<file path="config.mk">
export PLATFORM = sky130hd
export DESIGN_NAME = frame_spi_tx
export DESIGN_NICKNAME = d
export VERILOG_FILES = /design/src/rtl/fb_pkg.sv /design/src/rtl/spi_sync_edge.sv /design/src/rtl/frame_spi_tx.sv
export SDC_FILE = /design/constraint.sdc
export NUM_CORES = 1
export LEC_CHECK = 0
export ABC_AREA = 1
export BUFFER_PORTS_ARGS = -buffer_cell sky130_fd_sc_hd__buf_2
export CAP_MARGIN = 20
export CORE_UTILIZATION = 53
export CTS_CLUSTER_SIZE = 30
export DETAILED_ROUTE_END_ITERATION = 12
export PLACE_DENSITY = 0.76
export SETUP_SLACK_MARGIN = 0.02
export SLEW_MARGIN = 20
export SYNTH_ARGS = -nofsm -noshare
export SYNTH_HDL_FRONTEND = slang
export SYNTH_SLANG_ARGS = --single-unit
export TNS_END_PERCENT = 100
</file>
<file path="constraint.sdc">
create_clock -name cam_pclk -period 1.9 [get_ports cam_pclk]
set_clock_uncertainty 0.1 [all_clocks]
set_input_delay 0.19 -clock cam_pclk [delete_from_list [all_inputs] [get_ports cam_pclk]]
set_output_delay 0.19 -clock cam_pclk [all_outputs]
set_load 0.01 [all_outputs]
</file>
<file path="src/rtl/fb_pkg.sv">
// Shared framebuffer geometry, header tag and transmit FSM encoding for the
// frame-to-SPI readout path.
package fb_pkg;

    localparam int H_PIXELS    = 320;
    localparam int V_LINES     = 240;
    localparam int WORD_BITS   = 16;
    // 1 bpp frame packed into 16-bit words.
    localparam int FRAME_WORDS = (H_PIXELS * V_LINES) / WORD_BITS;

    localparam logic [7:0] HEADER_TAG = 8'hA5;

    typedef enum logic [1:0] {
        ST_IDLE   = 2'd0,
        ST_HEADER = 2'd1,
        ST_DATA   = 2'd2,
        ST_DONE   = 2'd3
    } tx_state_e;

    // Header word sent ahead of every frame: tag in the upper byte, frame
    // availability in bit 0.
    function automatic logic [15:0] header_word(input logic [7:0] tag, input logic ready);
        return {tag, 7'b0, ready};
    endfunction

endpackage

</file>
<file path="src/rtl/spi_sync_edge.sv">
// Two-flop synchronizer for an asynchronous input with single-cycle rise and
// fall pulses derived from the synchronized level.
module spi_sync_edge #(
    parameter logic RESET_VAL = 1'b0
) (
    input  logic clk,
    input  logic rst,
    input  logic async_in,
    output logic sync_out,
    output logic rise,
    output logic fall
);

    logic meta_q, meta_d;
    logic sync_q, sync_d;
    logic prev_q, prev_d;

    // Next values: shift the input through the synchronizer and keep the
    // previous synchronized level for edge detection.
    always_comb begin
        meta_d = async_in;
        sync_d = meta_q;
        prev_d = sync_q;
    end

    // Synchronizer and history flops, reset to the idle level of the line.
    always_ff @(posedge clk) begin
        // NOTE: non-blocking assignments so each flop samples the value from
        // before the edge; blocking here would collapse the chain.
        if (rst) begin
            meta_q <= RESET_VAL;
            sync_q <= RESET_VAL;
            prev_q <= RESET_VAL;
        end else begin
            meta_q <= meta_d;
            sync_q <= sync_d;
            prev_q <= prev_d;
        end
    end

    assign sync_out = sync_q;
    assign rise     = sync_q & ~prev_q;
    assign fall     = ~sync_q & prev_q;

endmodule

</file>
<file path="src/rtl/frame_spi_tx.sv">
// Streams a completed framebuffer to an MCU acting as SPI mode-0 master:
// a header word announcing frame availability, then FRAME_WORDS data words.
module frame_spi_tx #(
    parameter int          ADDR_WIDTH  = 13,
    parameter int          FRAME_WORDS = fb_pkg::FRAME_WORDS,
    parameter logic [7:0]  HEADER_TAG  = fb_pkg::HEADER_TAG
) (
    input  logic                  cam_pclk,
    input  logic                  rst,
    input  logic                  frame_ready,
    input  logic                  buf_sel,
    output logic                  frame_busy,
    output logic                  rd_buf,
    output logic [ADDR_WIDTH-1:0] rd_addr,
    input  logic [15:0]           rd_data,
    input  logic                  spi_sck,
    input  logic                  spi_ncs,
    output logic                  spi_miso
);

    import fb_pkg::*;

    localparam logic [ADDR_WIDTH-1:0] LAST_ADDR = ADDR_WIDTH'(FRAME_WORDS - 1);

    // Synchronized SPI lines.
    logic sck_lvl, sck_rise, sck_fall;
    logic ncs_lvl, ncs_rise, ncs_fall;

    spi_sync_edge #(.RESET_VAL(1'b0)) u_sck_sync (
        .clk      (cam_pclk),
        .rst      (rst),
        .async_in (spi_sck),
        .sync_out (sck_lvl),
        .rise     (sck_rise),
        .fall     (sck_fall)
    );

    spi_sync_edge #(.RESET_VAL(1'b1)) u_ncs_sync (
        .clk      (cam_pclk),
        .rst      (rst),
        .async_in (spi_ncs),
        .sync_out (ncs_lvl),
        .rise     (ncs_rise),
        .fall     (ncs_fall)
    );

    // Mode 0 transmit only acts on SCK falling edges.
    logic unused_sck;
    assign unused_sck = sck_lvl ^ sck_rise;

    tx_state_e             state_q, state_d;
    logic                  ready_q, ready_d;        // a frame is waiting to be sent
    logic                  sel_q, sel_d;            // buffer holding that frame
    logic                  pend_q, pend_d;          // frame_ready seen during a transfer
    logic                  pend_sel_q, pend_sel_d;
    logic                  busy_q, busy_d;
    logic [ADDR_WIDTH-1:0] rd_addr_q, rd_addr_d;
    logic                  rd_buf_q, rd_buf_d;
    logic [15:0]           shift_q, shift_d;
    logic [15:0]           hold_q, hold_d;         // prefetched next word
    logic [3:0]            bit_cnt_q, bit_cnt_d;
    logic [ADDR_WIDTH-1:0] word_cnt_q, word_cnt_d;  // data word being shifted
    logic [1:0]            fetch_q, fetch_d;        // read latency pipeline
    logic [1:0]            flush_q, flush_d;        // synchronizer settle after reset
    logic                  armed_q, armed_d;        // ncs seen high since reset
    logic                  in_xfer;
    logic                  load_next;

    assign in_xfer = (state_q == ST_HEADER) || (state_q == ST_DATA);

    // Next-state logic: FSM, prefetch, frame hand-off from the writer.
    always_comb begin
        // NOTE: every _d defaults to its _q first so no branch leaves a
        // signal unassigned and no latch is inferred.
        state_d    = state_q;
        ready_d    = ready_q;
        sel_d      = sel_q;
        pend_d     = pend_q;
        pend_sel_d = pend_sel_q;
        busy_d     = busy_q;
        rd_addr_d  = rd_addr_q;
        rd_buf_d   = rd_buf_q;
        shift_d    = shift_q;
        hold_d     = hold_q;
        bit_cnt_d  = bit_cnt_q;
        word_cnt_d = word_cnt_q;
        fetch_d    = {fetch_q[0], 1'b0};
        flush_d    = {flush_q[0], 1'b1};
        // A low ncs held through reset must not look like a new selection.
        armed_d    = armed_q | (flush_q[1] & ncs_lvl);
        load_next  = 1'b0;

        // rd_data reflects the address two edges after rd_addr was updated.
        if (fetch_q[1]) begin
            hold_d = rd_data;
        end

        if (ncs_rise) begin
            // Deselect wins over any concurrent SCK edge; an unfinished
            // frame keeps ready set so it is sent again.
            state_d = ST_IDLE;
            busy_d  = 1'b0;
            if (pend_q) begin
                ready_d = 1'b1;
                sel_d   = pend_sel_q;
                pend_d  = 1'b0;
            end
        end else begin
            case (state_q)
                ST_IDLE: begin
                    rd_addr_d  = '0;
                    rd_buf_d   = sel_q;
                    bit_cnt_d  = '0;
                    word_cnt_d = '0;
                    if (ncs_fall && armed_q) begin
                        state_d    = ST_HEADER;
                        shift_d    = header_word(HEADER_TAG, ready_q);
                        busy_d     = ready_q;
                        fetch_d[0] = 1'b1;
                    end
                end
                ST_HEADER, ST_DATA: begin
                    if (sck_fall) begin
                        shift_d   = {shift_q[14:0], 1'b0};
                        bit_cnt_d = bit_cnt_q + 4'd1;
                        if (bit_cnt_q == 4'd15) begin
                            if (state_q == ST_HEADER) begin
                                if (ready_q) begin
                                    state_d   = ST_DATA;
                                    load_next = 1'b1;
                                end else begin
                                    state_d = ST_DONE;
                                end
                            end else if (word_cnt_q == LAST_ADDR) begin
                                ready_d = 1'b0;
                                busy_d  = 1'b0;
                                state_d = ST_DONE;
                            end else begin
                                word_cnt_d = word_cnt_q + 1'b1;
                                load_next  = 1'b1;
                            end
                        end
                    end
                end
                default: begin
                    // DONE: output stays low until deselect.
                end
            endcase
        end

        // Move the prefetched word into the shifter and fetch the next one;
        // the address saturates on the last word of the frame.
        if (load_next) begin
            shift_d    = hold_q;
            fetch_d[0] = 1'b1;
            if (rd_addr_q != LAST_ADDR) begin
                rd_addr_d = rd_addr_q + 1'b1;
            end
        end

        // A frame completed by the writer mid-transfer waits in the pending
        // slot; the newest one wins.
        if (frame_ready) begin
            if (in_xfer && (state_d != ST_IDLE)) begin
                pend_d     = 1'b1;
                pend_sel_d = buf_sel;
            end else begin
                ready_d = 1'b1;
                sel_d   = buf_sel;
            end
        end
    end

    // State registers with synchronous reset.
    always_ff @(posedge cam_pclk) begin
        if (rst) begin
            state_q    <= ST_IDLE;
            ready_q    <= 1'b0;
            sel_q      <= 1'b0;
            pend_q     <= 1'b0;
            pend_sel_q <= 1'b0;
            busy_q     <= 1'b0;
            rd_addr_q  <= '0;
            rd_buf_q   <= 1'b0;
            shift_q    <= '0;
            hold_q     <= '0;
            bit_cnt_q  <= '0;
            word_cnt_q <= '0;
            fetch_q    <= '0;
            flush_q    <= '0;
            armed_q    <= 1'b0;
        end else begin
            state_q    <= state_d;
            ready_q    <= ready_d;
            sel_q      <= sel_d;
            pend_q     <= pend_d;
            pend_sel_q <= pend_sel_d;
            busy_q     <= busy_d;
            rd_addr_q  <= rd_addr_d;
            rd_buf_q   <= rd_buf_d;
            shift_q    <= shift_d;
            hold_q     <= hold_d;
            bit_cnt_q  <= bit_cnt_d;
            word_cnt_q <= word_cnt_d;
            fetch_q    <= fetch_d;
            flush_q    <= flush_d;
            armed_q    <= armed_d;
        end
    end

    assign frame_busy = busy_q;
    assign rd_buf     = rd_buf_q;
    assign rd_addr    = rd_addr_q;
    assign spi_miso   = in_xfer & ~ncs_lvl & shift_q[15];

endmodule

</file>
## Word-level counts from Yosys, hierarchy flattened

Cells that the tools add are included.

- Bitwise gates (word level): 11
- Equal/unequal tests: 14
- Reductions and logical operators: 15
- Add/subtract/negate cells: 3
- Multiplexer cells: 58

Operators with widths:

| cell | count |
|---|---|
| 13-bit two-way mux | 8 |
| 16-bit two-way mux | 4 |
| 1-bit two-way mux | 34 |
| 16-bit one-hot mux with 2 select lines | 1 |
| 13-bit by 1-bit adder with 13-bit output, second input constant | 2 |
| 13-bit one-hot mux with 2 select lines | 1 |
| 13-bit equality test, second input constant | 1 |
| 13-bit != test, second input constant | 1 |
| 2-bit two-way mux | 6 |
| 2-bit != test, second input constant | 6 |
| 6-bit AND reduction | 2 |
| 4-bit one-hot mux with 2 select lines | 1 |
| 1-bit bitwise AND | 6 |
| 3-bit != test, second input constant | 2 |
| 4-bit by 1-bit adder with 4-bit output, second input constant | 1 |
| 4-bit equality test, second input constant | 1 |
| 4-bit two-way mux | 1 |
| 1-bit inverter | 4 |
| 2-bit one-hot mux with 2 select lines | 1 |
| 2-bit AND reduction | 2 |
| 4-bit AND reduction | 1 |
| 2-bit nonzero test | 2 |
| 2-bit OR reduction | 2 |
| 3-bit AND reduction | 1 |
| 9 further kinds | 10 |

- Input port bits: 22
- Word-level logic and storage cells: 123
- Output and inout port bits: 16
- Flip-flop bits (word level): 81

## Logic depth before layout (Yosys ltp)

- Word-level depth: 11
- Mapped depth: 16
- Depth with buffers taken out: 16

## Hierarchy

From an unflattened synthesis, not the netlist that was laid out.

- Cell total of the unflattened synthesis: 523
- Area, all modules: 3846.2 sq um

Modules (own cells, without submodules):

| module | cells an instance | area an instance (sq um) | instances |
|---|---|---|---|
| frame_spi_tx | 498 | 3654.8 | 1 |
| spi_sync_edge at u_ncs_sync | 13 | 97.6 | 1 |
| spi_sync_edge at u_sck_sync | 12 | 93.8 | 1 |

## Least setup slack after synthesis

Ideal clock, no wire load.

- Path type: reg2reg
- Start point: register state_q[0]
- End point: register word_cnt_q[10]
- Buffers on the path: 1
- Setup time: 0.113 ns
- Path slack: -0.108 ns
- Period minus slack after synthesis: 2.008 ns
- Arrival time: 1.796 ns
- Cell stages (with the launch flop): 14
- Cells stage by stage: dfxtp_1 inv_1 ha_1 buf_2 nand2_1 nand2_2 nor2_4 nand2_4 nor2_4 nand2_2 nor3_4 nand2_2 nor2_1 nor2_1

- Longest elaborated chain between the ends: 4
- Elaborated cells on any way between the ends: 11
- Those cells by class: 6 x eq/ne; 1 x mux; 4 x reduce/logical

Ends and longest elaborated chain:

| what | RTL line | RTL |
|---|---|---|
| from (decl) | frame_spi_tx.sv:51 | `tx_state_e state_q, state_d;` |
| from (signal assigned) | frame_spi_tx.sv:193 | `state_q <= state_d;` |
| 2-bit equality test or 2-bit by 1-bit equality test with 1-bit output (tied branches) | frame_spi_tx.sv:109, frame_spi_tx.sv:127 |  |
| 2-bit OR reduction | frame_spi_tx.sv:109 | `case (state_q)` |
| 2-bit != test (no line) or 2-bit nonzero test (tied branches) | - |  |
| 6-bit AND reduction (no line) | - |  |
| to (signal assigned) | frame_spi_tx.sv:204 | `word_cnt_q <= word_cnt_d;` |
| to (decl) | frame_spi_tx.sv:62 | `logic [ADDR_WIDTH-1:0] word_cnt_q, word_cnt_d;` |

Several ways; a longest one is shown, not always the timed one.
A chain may end at the register's enable or synchronous reset.

## Final worst setup path

- Start point: register state_q[0]
- End point: register rd_addr_q[5], in the netlist rd_addr[5]

- Longest elaborated chain between the ends: 7
- Elaborated cells on any way between the ends: 13
- Those cells by class: 2 x eq/ne; 9 x mux; 2 x reduce/logical

Ends and longest elaborated chain:

| what | RTL line | RTL |
|---|---|---|
| 2-bit by 1-bit equality test with 1-bit output | frame_spi_tx.sv:109, frame_spi_tx.sv:127 |  |
| 1-bit two-way mux | frame_spi_tx.sv:127 | `if (state_q == ST_HEADER) begin` |
| 1-bit two-way mux | frame_spi_tx.sv:126 | `if (bit_cnt_q == 4'd15) begin` |
| 1-bit two-way mux | frame_spi_tx.sv:123 | `if (sck_fall) begin` |
| 1-bit two-way mux | frame_spi_tx.sv:109 |  |
| 1-bit two-way mux | frame_spi_tx.sv:98 | `if (ncs_rise) begin` |
| 13-bit two-way mux (*) | frame_spi_tx.sv:153 | `if (load_next) begin` |
| to (signal assigned) | frame_spi_tx.sv:199 | `rd_addr_q <= rd_addr_d;` |
| to (decl) | frame_spi_tx.sv:57 | `logic [ADDR_WIDTH-1:0] rd_addr_q, rd_addr_d;` |

Mark *: on every way between the ends. The rest lies on a longest branch, timed or not.

==> summary.md <==
| Metric | Value |
|---|---|
| Ys async rst share | 0 |
| Routed vias/inst | ~5.2 |
| Synth warn | 0 |
| Switching Share | 0.218 |
| Root Buffer | clkbuf_8 |
| Final setup vio count | 24 |
| Final Critical Period | around 2.0 ns |
| Maximum clock path buffer count | 2 |
| Initial Util | 0.558 |
| R2r setup slk | -0.09 ns |
| CTS tree | built |
| CTS Buf Count | 9 |
| Initial antenna violation count | 0 |
| Die Span X | 87.3 um |
| All-layer global routing usage | 0.237 |
| Placed cell area | between 4000 and 5000 um2 |
| Setup TNS | -0.833 ns |
| Cell variety after synth | 43 |
| Remaining antenna violation count | 0 |
| Critical-path cell list | inv_2, ha_4, nand2_4, nor3_4, nand2_4, buf_12, nor2_4, buf_4, nor2_1, nor4_2 |
| N_diodes | 0 |
| Vias | 3696 |
| Post-Place Setup Slack | -0.0277 ns |
| Die footprint | between 7000 and 8000 um2 |
| Ports | 38 |
| Worst Path Class, Setup | register to register |
| Clock-pin slew on the worst setup and hold paths | 0.09 ns |
| Fin nets | ~630 |
| Fmax | 0.501 GHz |
| Status | complete, but fails checks |
| Int Pwr | 2.89 mW |
| Final WL | 9.44 mm |
| Clk_lat worst skew | 0.36 ns |
| Drt initial violations | 142 |
| Worst Hold Class | primary input to register |
| DRC Markers | 0 |
| WL/cell | around 13 um |
| Setup slack after layout | -0.0941 ns |
| Register share of total power | 0.474 |
| Post-DP HPWL | roughly 6 mm |
| Worst slew pin tran | 0.509 ns |
| H-tree depth | 3 |
| Layout area overhead | 32.8% |
| Drt first pass iters | 4 |
| Sequential share of the synthesized area | 0.421 |
| Maximum vdd drop | 0.530 mV |
| Global-route wire length before repair | about 14 mm |
| Leakage | 2.07 nW |
| Avg Inst Size Synth | 7.45 um2 |
| Fill count | 502 |
| Worst hold start | rd_data[4] |
| Maxcap violations | 0 |
| WP data arrival | ~2.2 ns |
| Crit share post-route | 1.05 |
| Net Sw Power | approximately 0.8 mW |
| RSZ-0062 raised after global routing | true |
| Max-Slew Margin vs Limit | 0.659 |
| CP Launch Type | register |
| Mapped Cells | 517 |
| Slew Limit Fails | 0 |
| Gate power share | 0.066 |
| Main synth FF type | dfxtp_1 |
| Endpoint type of the worst setup path | register |
| Post-synth EDFFs | 0 |
| Die Ht | 87.3 um |
| Final-report hold violation count | 0 |
| Remaining Overflow, GRT | 0 |
| Syn_nets | approximately 550 |
| CP max stage delay | 0.35 ns |
| Final core occ | 0.741 |
| Most used cell, CP | nand2_4 |
| Failing checks | setup timing |
| Share of layout cells above drive strength 1 | 0.321 |
| Crit. Startpoint | state_q[0] |
| Crit path max fanout | 7 |
| CP max-delay cell | dfxtp_2 |
| Core Box Area | roughly 7000 um2 |
| Mapped Area | 3850 um2 |
| FP Rows | 30 |
| Worst endpoint required time | 2.07 ns |
| Total power | around 3.7 mW |
| Clock Power Share | 0.460 |
| Clock Sinks | 81 |
| Port-buffer cells | 37 |
| Largest net degree at the start of global routing | 26 |
| Gp weighted congestion | 0.919 |
| R2r startpoint | state_q[0] |
| Power per cell area | 721 nW/um2 |
| Post-route cell area | between 5000 and 6000 um2 |
| Yosys reg bits | 81 |
| Vias in the first global route | 3267 |
## placed cells by master (no fill, tap or decap), drive strengths merged, types with 7 or more instances in the layout
master | synthesis | layout
nor2 | 70 | 70
clkbuf | 8 | 11
nand2 | 72 | 72
dfxtp | 81 | 81
nand3 | 34 | 34
dlygate4sd3 | 0 | 7
o21ai | 62 | 62
a21oi | 45 | 45
buf | 12 | 89
nor3 | 13 | 13
inv | 76 | 76
ha | 7 | 7
a211oi | 11 | 11
## sequential cells by signal, indices dropped and copies added, names as in the netlist, 2 cells and up
name        count
hold_q         16
state_q         2
word_cnt_q     13
shift_q        16
rd_addr        13
flush_q         2
fetch_q         2
bit_cnt_q       4
## stage by stage
step | hold slack [ns] | instances
finish | 0.0163 | 706
global route | 0.0187 | 706
CTS | 0.0153 | 701
detailed placement | 0.276 | 673
global placement | 0.275 | 673
floorplan | 0.194 | 517
## what timing repair did
action,in CTS,in global routing
cloned,1,1
resized for setup,20,59
endpoints found under the setup margin,29,43
pin swaps,2,18
hold buffers,7,0
buffers inserted,4,5
endpoints found under the hold margin,8,0
## cell usage after synthesis (3+ instances only)
cell type  number  area, um2
nor2_1         59        221
nand3_2         3       30.0
nor3_1         12       60.1
ha_1            7       87.6
buf_2           4       20.0
nand2_2         6       37.5
clkbuf_1        7       26.3
nand4_1         5       31.3
o21ai_0        48        240
a21oi_1        40        200
dfxtp_1        81       1620
a211oi_1        6       45.0
nand3_1        31        155
nor2_4          5       56.3
inv_1          73        274
a21oi_2         5       43.8
o21ai_1        14       70.1
nor2_2          6       37.5
buf_6           4       45.0
xor2_1          3       26.3
nand2_1        64        240
a211oi_2        5       62.6
inv_2           3       11.3
## critical path: cells and delay by family, from the launching register on
family / cells / cell delay [ns]
fa+ha+maj: 1 / 0.30
buf+inv: 3 / 0.37
flops: 1 / 0.35
simple gates: 6 / 0.78
## layout make-up
cell class / instances / area, um2 / area share
clock inverter: 6 / 138 / 0.0269
sequential: 81 / 1630 / 0.319
inverter: 77 / 293 / 0.0572
clock buffer: 10 / 138 / 0.0269
tap: 96 / 120 / 0.0235
timing repair buffer: 97 / 736 / 0.144
multi-input combinational: 339 / 2060 / 0.403
## path summary, 6_finish.rpt
| path | cells past startpoint | endpoint |
|---|---|---|
| hold / removal | 3 | hold_q[4] |
| setup / recovery | 10 | rd_addr[5] |
| hold reg to reg | 2 | u_sck_sync.sync_out |
| setup reg to reg | 10 | rd_addr[5] |
## power by group through the flow
stage                     logic (mW)  clock network, mW  registers [mW]
after floorplan                0.120                  0            1.78
after global placement         0.191                  0            1.78
after detailed placement       0.196                  0            1.79
after CTS                      0.218               1.71            1.75
after global routing           0.265               1.79            1.75
final                          0.243               1.70            1.75
## cell families (layout without fill, tap and decap cells)
| group | after synthesis | after routing | share of synthesized area |
|---|---|---|---|
| and+or+nand+nor | 200 | 200 | 0.249 |
| AOI/OAI and AO/OA | 127 | 127 | 0.190 |
| adders and majority gates | 7 | 7 | 0.0227 |
| buffers and inverters | 97 | 190 | 0.106 |
| xor gates and xnor gates | 5 | 5 | 0.0114 |
| DFF | 81 | 81 | 0.421 |
## metal layers
metal / GRT usage / part of all wire
met2: 0.404 / 0.50
met3: 0.0370 / 0.039
met1: 0.300 / 0.45
met5: 0 / 0
met4: 0.0879 / 0.012
(Power assumes the default switching activity.)
